<file path="config.mk">
export PLATFORM = sky130hd
export DESIGN_NAME = hyperspace_pin_stream_bridge
export DESIGN_NICKNAME = d
export VERILOG_FILES = /design/src/rtl/hyperspace_pin_stream_bridge.sv
export SDC_FILE = /design/constraint.sdc
export NUM_CORES = 1
export LEC_CHECK = 0
export ABC_AREA = 1
export CAP_MARGIN = 20
export CORE_ASPECT_RATIO = 1.25
export CORE_UTILIZATION = 38
export DETAILED_ROUTE_END_ITERATION = 10
export PLACE_DENSITY_LB_ADDON = 0.1
export SLEW_MARGIN = 30
export SYNTH_ARGS = -nofsm -noshare
export SYNTH_HDL_FRONTEND = slang
export SYNTH_SLANG_ARGS = --single-unit
</file>
<file path="constraint.sdc">
create_clock -name clock -period 2.61 [get_ports clock]
set_input_delay 0.522 -clock clock [delete_from_list [all_inputs] [get_ports clock]]
set_output_delay 0.522 -clock clock [all_outputs]
set_load 0.02 [all_outputs]
</file>
<file path="src/rtl/hyperspace_pin_stream_bridge.sv">
// Pad-level byte-stream to 16-bit word-stream bridge: packs byte pairs into
// words, buffers them in a first-word-fall-through FIFO and drives the pads.
module hyperspace_pin_stream_bridge #(
    parameter int FIFO_DEPTH = 8
) (
    input  logic        clock,
    input  logic        resetb,
    input  logic [37:0] io_in,
    output logic [37:0] io_out,
    output logic [37:0] io_oeb
);

    localparam int PW = (FIFO_DEPTH > 1) ? $clog2(FIFO_DEPTH) : 1;
    localparam int CW = PW + 1;
    localparam logic [CW-1:0] DEPTH_C = CW'(FIFO_DEPTH);

    localparam logic [0:0] PH_LOW  = 1'b0;
    localparam logic [0:0] PH_HIGH = 1'b1;

    localparam logic [37:0] OEB_C = 38'h3F_F7FC_0000;

    logic        w_out_ready;
    logic        w_in_valid;
    logic        w_in_last;
    logic [7:0]  w_in_data;
    logic        w_unused_pins;

    logic [15:0] r_mem_data [FIFO_DEPTH];
    logic        r_mem_last [FIFO_DEPTH];
    logic [PW-1:0] r_wr_ptr;
    logic [PW-1:0] r_rd_ptr;
    logic [CW-1:0] r_count;
    logic [0:0]    r_phase;
    logic [7:0]    r_low_byte;
    logic          r_in_ready;

    logic          w_accept;
    logic          w_pop;
    logic          w_out_valid;
    logic          w_push;
    logic          w_wr_en;
    logic [15:0]   w_push_data;
    logic          w_push_last;
    logic [0:0]    w_phase_next;
    logic [7:0]    w_low_next;
    logic [CW-1:0] w_count_next;

    assign w_out_ready   = io_in[18];
    assign w_in_valid    = io_in[28];
    assign w_in_last     = io_in[29];
    assign w_unused_pins = &{io_in[17:0], io_in[27:19]};

    // Data pins are wired MSB-first: io_in[30] carries bit 7.
    always_comb begin
        w_in_data = '0;
        for (int i = 0; i < 8; i++) begin
            w_in_data[i] = io_in[37-i];
        end
    end

    assign w_out_valid = (r_count != '0);
    assign w_accept    = w_in_valid && r_in_ready;
    assign w_pop       = w_out_valid && w_out_ready;

    always_comb begin
        w_phase_next = r_phase;
        w_low_next   = r_low_byte;
        w_push       = 1'b0;
        w_push_data  = '0;
        w_push_last  = 1'b0;
        if (w_accept) begin
            case (r_phase)
                PH_LOW: begin
                    if (w_in_last) begin
                        w_push      = 1'b1;
                        w_push_data = {8'h00, w_in_data};
                        w_push_last = 1'b1;
                    end else begin
                        w_low_next   = w_in_data;
                        w_phase_next = PH_HIGH;
                    end
                end
                default: begin
                    w_push       = 1'b1;
                    w_push_data  = {w_in_data, r_low_byte};
                    w_push_last  = w_in_last;
                    w_phase_next = PH_LOW;
                end
            endcase
        end
    end

    // A write into a full buffer is only safe when the head leaves on the same edge.
    assign w_wr_en = w_push && ((r_count != DEPTH_C) || w_pop);

    always_comb begin
        w_count_next = r_count;
        case ({w_wr_en, w_pop})
            2'b10:   w_count_next = r_count + CW'(1);
            2'b01:   w_count_next = r_count - CW'(1);
            default: w_count_next = r_count;
        endcase
    end

    always_ff @(posedge clock or negedge resetb) begin
        if (!resetb) begin
            r_count    <= '0;
            r_wr_ptr   <= '0;
            r_rd_ptr   <= '0;
            r_phase    <= PH_LOW;
            r_low_byte <= '0;
            r_in_ready <= 1'b0;
        end else begin
            r_count    <= w_count_next;
            r_phase    <= w_phase_next;
            r_low_byte <= w_low_next;
            r_in_ready <= (w_count_next < DEPTH_C);
            if (w_wr_en) begin
                r_wr_ptr <= r_wr_ptr + PW'(1);
            end
            if (w_pop) begin
                r_rd_ptr <= r_rd_ptr + PW'(1);
            end
        end
    end

    always_ff @(posedge clock) begin
        if (w_wr_en) begin
            r_mem_data[r_wr_ptr] <= w_push_data;
            r_mem_last[r_wr_ptr] <= w_push_last;
        end
    end

    // Head fields are gated by valid so the pads read zero in reset and when empty.
    always_comb begin
        io_out        = '0;
        io_out[15:0]  = w_out_valid ? r_mem_data[r_rd_ptr] : 16'h0000;
        io_out[16]    = w_out_valid && r_mem_last[r_rd_ptr];
        io_out[17]    = w_out_valid;
        io_out[27]    = r_in_ready;
    end

    assign io_oeb = OEB_C;

endmodule

</file>
==> results of run 1 <==
[power groups by stage]
| stage | logic, W | clock network [W] | registers, W |
|---|---|---|---|
| after floorplan | 0.00251 | 0 | 0.00327 |
| after global placement | 0.00390 | 0 | 0.00332 |
| after detailed placement | 0.00396 | 0 | 0.00332 |
| after CTS | 0.00384 | 0.00271 | 0.00328 |
| after global routing | 0.00419 | 0.00280 | 0.00331 |
| final | 0.00373 | 0.00265 | 0.00328 |
[final timing paths]
check	from	slack, ns	cells after the start	end
worst min-delay path	resetb	0.46	2	r_wr_ptr[0]
worst max-delay path	r_count[1]	0.11	4	io_out[17]
worst max register to register	r_count[1]	0.31	13	r_in_ready
min in group clock	r_low_byte[3]	0.49	2	r_low_byte[3]
max in group asynchronous	resetb	1.90	2	r_rd_ptr[1]
worst min register to register	r_low_byte[3]	0.49	2	r_low_byte[3]
[placed cells by master, fill, tap and decap left out, types with 4 or more instances in the layout]
master | netlist | final
o21ai_0 | 91 | 90
bufinv_16 | 0 | 5
nor2_1 | 167 | 163
clkinv_2 | 0 | 4
clkbuf_16 | 0 | 17
o21ai_1 | 39 | 40
clkdlybuf4s50_1 | 0 | 14
edfxtp_1 | 136 | 136
dlygate4sd2_1 | 0 | 4
inv_1 | 20 | 20
nor2_2 | 1 | 4
conb_1 | 2 | 57
nand3_1 | 7 | 7
clkbuf_2 | 2 | 11
xor2_1 | 4 | 4
ha_1 | 4 | 4
buf_4 | 62 | 28
dfrtp_1 | 20 | 18
nand2_1 | 40 | 40
buf_12 | 0 | 13
a22oi_1 | 8 | 8
[worst max-delay path, delay by kind of cell, from the launching register on]
kind | cells | cell delay, ns
simple gates | 2 | 0.41
buf+inv | 2 | 0.70
flops | 1 | 0.44
[flip-flops by register name, summed over array words and instances (netlist names), named ones only]
register and cells:
r_wr_ptr 3, r_mem_data 128, r_low_byte 8, r_mem_last 8
r_count 3, r_rd_ptr 3, r_phase 1, r_in_ready 1
[per-layer routing]
metal	part of all wire, %	vias up	GRT usage, %
met1	45	2153	22.66
li1	-	2169	-
met4	1.2	0	4.936
met2	50	111	30.12
met5	0	-	0
met3	3.3	16	3.731
[cell type report]
cell class / instances / area (µm²)
multi-input cells: 424 / 1903
clock inverters: 12 / 193.9
fillers: 1668 / 9488
well taps: 224 / 280.3
repair buffers: 72 / 720.7
flip-flops and latches: 156 / 4587
clock buffers: 20 / 446.7
inverters: 22 / 82.58
[per-stage QoR]
| stage | hold WS (ns) | power, W | cells |
|---|---|---|---|
| after floorplan | 0.2264 | 0.005782 | 689 |
| after global routing | 0.4879 | 0.01030 | 930 |
| after CTS | 0.4483 | 0.009826 | 930 |
| after detailed placement | 0.4787 | 0.007280 | 895 |
| final | 0.4573 | 0.009662 | 930 |
| after global placement | 0.4690 | 0.007213 | 895 |
[cell families (layout without fill, tap and decap cells)]
logic type                 Yosys count  count (layout)  share of synthesized area [%]
AOI/OAI and AO/OA                  139             139                          10.31
DFF                                156             156                          66.02
other                                2              57                         0.1081
xor gates and xnor gates             4               4                         0.5045
adders and majority gates            5               5                          1.009
buffers and inverters              110             126                          9.928
and+or+nand+nor                    218             219                          12.13
[repair_timing]
item / 4_1_cts / 5_1_grt
setup buffers: 2 / 0
gates cloned: 1 / 0
endpoints found under the setup margin: 18 / 13
pin swaps: 1 / 1
gates resized for setup: 20 / 25
==> results by group, run 1 <==
Timing
  • Tcrit/Tclk final: 95.60%
  • RSZ-0062 raised after global routing: false
  • Setup violators final: 0
  • Setup tns final: 0 ns
  • Slew @ Worst Pin: 0.6855 ns
  • Final setup margin: 0.1149 ns
  • Fmax: 400.8 MHz
  • Minimum clock period after layout: 2.495 ns
  • Final Hold Fails: 0
  • Clock Skews: 0.009285 ns
  • Rel. slew slack: 54.13%
  • Max Slew Vio Count: 0

Worst setup path
  • CP endpoint kind: output pin
  • Startpoint types: register
  • CP arrival: 1.97 ns
  • Worst path cell trace: nor2_4 > nand2_4 > buf_4 > clkdlybuf4s50_1
  • Required time of the worst setup path: 2.09 ns
  • Worst Setup Path Type: reg -> out
  • Slowest cell on the critical path: clkdlybuf4s50_1
  • Largest stage delay on the critical path: 0.52 ns
  • CP max FO: 8

Layout
  • Ant. Diodes: 0
  • Area growth from synthesis to layout: 18.29%
  • Final net count: 738
  • Share of cells above drive strength 1: 13.46%
  • Final Cell Area: 8214 µm²
  • Final core occ: 46.40%

Routing
  • ANT nets after route: 0
  • Routed wire length: 15380 µm
  • DRT iter0 DRCs: 174
  • WL/cell: 16.54 µm
  • Vias post-DR: 4449
  • DR DRC count: 0
  • Via-to-Cell Ratio: 4.784
  • First-pass detailed-route iteration total: 4

Synthesis
  • Mapped Area: 6944 µm²
  • Synth area leaders: edfxtp_1, nor2_1, dfrtp_1
  • Register bit total from synthesis: 156
  • Top post-synthesis cells by count: nor2_1, edfxtp_1, o21ai_0, buf_4, nand2_1
  • Most common cell in the synthesized netlist: nor2_1
  • Syn avg cell area: 10.95 µm²
  • Async SR Flop Fraction: 12.82%
  • Yosys top cell area share: 58.81%
  • Distinct cells, synth: 25
  • Cell taking the most area after synthesis: edfxtp_1
  • EDFF count, synth: 136
  • Most used DFF post-synth: edfxtp_1
  • Ys Warns: 0
  • Synthesized instance count: 634
  • Sequential area share after synthesis: 66.02%

Power
  • Clock share of power: 27.5%
  • Leakage power: 3.160 nW
  • Net Sw Frac: 36.42%
  • Net Sw Power: 0.003519 W
  • Combinational Power Share: 38.6%
  • Seq pwr share: 33.9%
  • Cell Pwr Density: 1176 nW/µm²
  • Maximum vdd ir drop: 0.5018 mV
  • P_int: 0.006143 W

Clock network
  • Worst-path clk slew: 0.06 ns
  • Sink Count: 156
  • Hold-fix buffer count after cts: 0
  • H-tree Lvls: 4
  • Clock root cell: clkbuf_16
  • Clock Latency Late Sink: 0.42 ns
  • CTS tree: yes
  • Inserted Clock Buffers: 17
  • Clock Tree Buf Depth: 2

Placement
  • I/O Buffers: 31
  • Routability congestion estimate: 0.7572
  • Dpl hpwl: 9225 µm
  • Post-DP Area: 7600 µm²
  • Pre-CTS setup slack: 0.1192 ns

Floorplan
  • Core Area: 17700 µm²
  • Die Y: 153.1 µm
  • Number of cell rows: 54
  • Starting Density: 39.23%
  • Boundary Pins: 116
  • Die X: 122.9 µm
  • Die area: 18820 µm²

Outcome
  • Run status: finished clean

Run
  • Max_cap viols: 0

GRT
  • Total grt overflow: 0
  • Initial antenna violation count: 0
  • GRT Overall Usage: 17.75%
  • First-pass GRT wire length: 24100 µm
  • Pin count of the biggest net entering global routing: 41
  • Number of global-route vias before repair: 4334

Worst hold path
  • Hold Path Class: in -> async
(Power assumes the default switching activity.)
==> run 2, diff against run 1 <==
- CELL_PAD_IN_SITES_DETAIL_PLACEMENT: default -> 0
- CELL_PAD_IN_SITES_GLOBAL_PLACEMENT: default -> 2
- CORE_UTILIZATION: 38 -> 34
==> run 2 against run 1 <==
- utilization decreased by 5.3 points
- flip-flop and latch count unchanged
- clock power decreased by 12%
- wire length increased by 7.7%
- first-iteration DRC count increased by 34%
- worst hold slack improved by 0.015 ns
- via count increased by 0.76%
- clock skew decreased by 0.0022 ns
- sequential share of layout area decreased by 0.34 points
==> results by group, run 2 (same netlist as run 1, synthesis figures left out) <==
Worst setup path
  • Worst path top cell family by delay: buffers and inverters
  • Worst path cell trace: inv_4 > buf_12 > nor2_1 > o21ai_1 > o21ai_1 > nor2_1 > clkdlybuf4s15_1
  • Setup crit start: r_rd_ptr[0]
  • Reg2reg start: r_count[1]
  • CP endpoint kind: output pin
  • Worst Setup Path Type: reg -> out
  • Required time of the worst setup path: 2.09 ns (about the same)
  • Slowest cell on the critical path: dfrtp_2
  • Critical path buffers and inverters: 3 (+1)
  • Largest stage delay on the critical path: 0.46 ns (-0.06 ns)
  • CP arrival: 1.94 ns (-0.03 ns)
  • R2r setup slk: 0.51 ns (+0.20 ns)
  • CP max FO: 25 (+17)
  • Startpoint types: register

Power
  • Cell Pwr Density: 1153 nW/µm² (-1.9%)
  • Clock share of power: 24.5% (-3.0 points)
  • Final Power: 0.009532 W (-1.3%)
  • Maximum vdd ir drop: 0.5856 mV (+17%)
  • P_int: 0.005914 W (-3.7%)
  • Combinational Power Share: 41.2% (+2.6 points)
  • Net Sw Frac: 37.96% (+1.5 points)
  • Seq pwr share: 34.3% (+0.4 points)
  • Leakage power: 3.174 nW (+0.43%)
  • Net Sw Power: 0.003619 W (+2.8%)

GRT
  • Number of global-route vias before repair: 4384 (+1.2%)
  • Total grt overflow: 0 (unchanged)
  • Pin count of the biggest net entering global routing: 45 (+9.8%)
  • Initial antenna violation count: 0 (unchanged)
  • GRT Overall Usage: 16.59% (-1.2 points)
  • First-pass GRT wire length: 24990 µm (+3.7%)

Timing
  • Setup violators final: 0 (unchanged)
  • Minimum clock period after layout: 2.459 ns (-0.03585 ns)
  • Max Slew Vio Count: 0 (unchanged)
  • RSZ-0062 raised after global routing: true
  • Rel. slew slack: 64.64% (+11 points)
  • Fmax: 406.6 MHz (+1.5%)
  • Final Hold Fails: 0 (unchanged)
  • Slew @ Worst Pin: 0.5284 ns (-0.1571 ns)
  • Tcrit/Tclk final: 94.22% (-1.4 points)
  • Clock Skews: 0.007091 ns (-0.002194 ns)
  • Hold Worst Slack: 0.4722 ns (+0.01495 ns)

Routing
  • WL/cell: 16.82 µm (+1.7%)
  • ANT nets after route: 0 (unchanged)
  • Vias post-DR: 4483 (+0.76%)
  • Via-to-Cell Ratio: 4.556 (-4.8%)
  • Routed wire length: 16560 µm (+7.7%)
  • DR DRC count: 0 (unchanged)
  • DRT iter0 DRCs: 234 (+34%)
  • First-pass detailed-route iteration total: 4 (unchanged)

Layout
  • Share of cells above drive strength 1: 14.01% (+0.55 points)
  • Register name with the most flops: r_mem_data
  • Final net count: 746 (+1.1%)
  • Biggest registers after layout: r_mem_data x128, r_low_byte x8, r_mem_last x8
  • Ant. Diodes: 0 (unchanged)
  • Max reg flops: 128 (unchanged)
  • Commonest cells after routing, fill and taps aside: nor2_1, edfxtp_1, o21ai_0, conb_1, o21ai_1
  • Area growth from synthesis to layout: 19.01%
  • Commonest non-fill, non-tap cell in the layout: nor2_1

Clock network
  • Worst-path clk slew: 0.06 ns (about the same)
  • Clock Latency Late Sink: 0.42 ns (about the same)
  • Hold-fix buffer count after cts: 0 (unchanged)
  • Clock Tree Buf Depth: 2 (unchanged)
  • CTS tree: yes
  • Sink Count: 156 (unchanged)
  • Inserted Clock Buffers: 17 (unchanged)
  • Clock root cell: clkbuf_16
  • H-tree Lvls: 4 (unchanged)

Floorplan
  • Core Area: 20100 µm² (+14%)
  • Starting Density: 34.55% (-4.7 points)
  • Die Y: 161.8 µm (+5.6%)
  • Die X: 129.8 µm (+5.6%)
  • Number of cell rows: 58 (+7.4%)
  • Die area: 21000 µm² (+12%)
  • Boundary Pins: 116 (unchanged)

Placement
  • I/O Buffers: 31 (unchanged)
  • Dpl hpwl: 10240 µm (+11%)
  • Routability congestion estimate: 0.7498 (-0.98%)

Run
  • Max_cap viols: 0 (unchanged)

Outcome
  • Run status: finished clean

Worst hold path
  • Hold Path Class: in -> async
run 2: repair_timing:
item                                    CTS  global route
buffers inserted                          0             1
endpoints found under the setup margin   17            13
resized for setup                        29            35
cloned                                    0             2
pin swaps                                 0             2
run 2: area by class of cell:
type | instances | area (µm²)
Clock buffer | 20 | 436.7
Clock inverter | 12 | 122.6
Fill cell | 1954 | 11840
Inverter | 22 | 85.08
Multi-Input combinational cell | 423 | 1879
Sequential cell | 156 | 4587
Tap cell | 270 | 337.8
Timing Repair Buffer | 81 | 815.8
run 2: final timing paths:
path                       cells after the start             to
max                                            7     io_out[10]
min                                            2    r_rd_ptr[2]
max reg2reg                                   13     r_in_ready
min reg2reg                                    2  r_low_byte[5]
max in group asynchronous                      2    r_rd_ptr[0]
min in group clock                             2  r_low_byte[5]
run 2: metal layers:
layer	wire [µm]	GRT usage (%)
met5	0	0
met3	647	3.261
met4	206	5.920
met1	7079	20.24
met2	8621	28.85
run 2: stage by stage:
stage / TNS, ns / utilization, % / worst slack [ns] / cell area [µm²] / instances
after CTS: 0 / 41.08 / 0.003656 / 8258 / 981
final: 0 / 41.11 / 0.1508 / 8264 / 984
after floorplan: 0 / - / 0.2833 / 7151 / 689
after global placement: 0 / 38.29 / 0.05774 / 7697 / 949
after global routing: -0.02509 / 41.11 / -0.02509 / 8264 / 984
after detailed placement: 0 / 38.29 / 0.07925 / 7697 / 949
run 2: power by group through the flow:
stage | Combinational (W) | Clock [W] | Sequential (W)
global route | 0.00441 | 0.00250 | 0.00330
detailed placement | 0.00407 | 0 | 0.00331
finish | 0.00393 | 0.00234 | 0.00327
global placement | 0.00405 | 0 | 0.00330
floorplan | 0.00251 | 0 | 0.00327
CTS | 0.00393 | 0.00240 | 0.00326
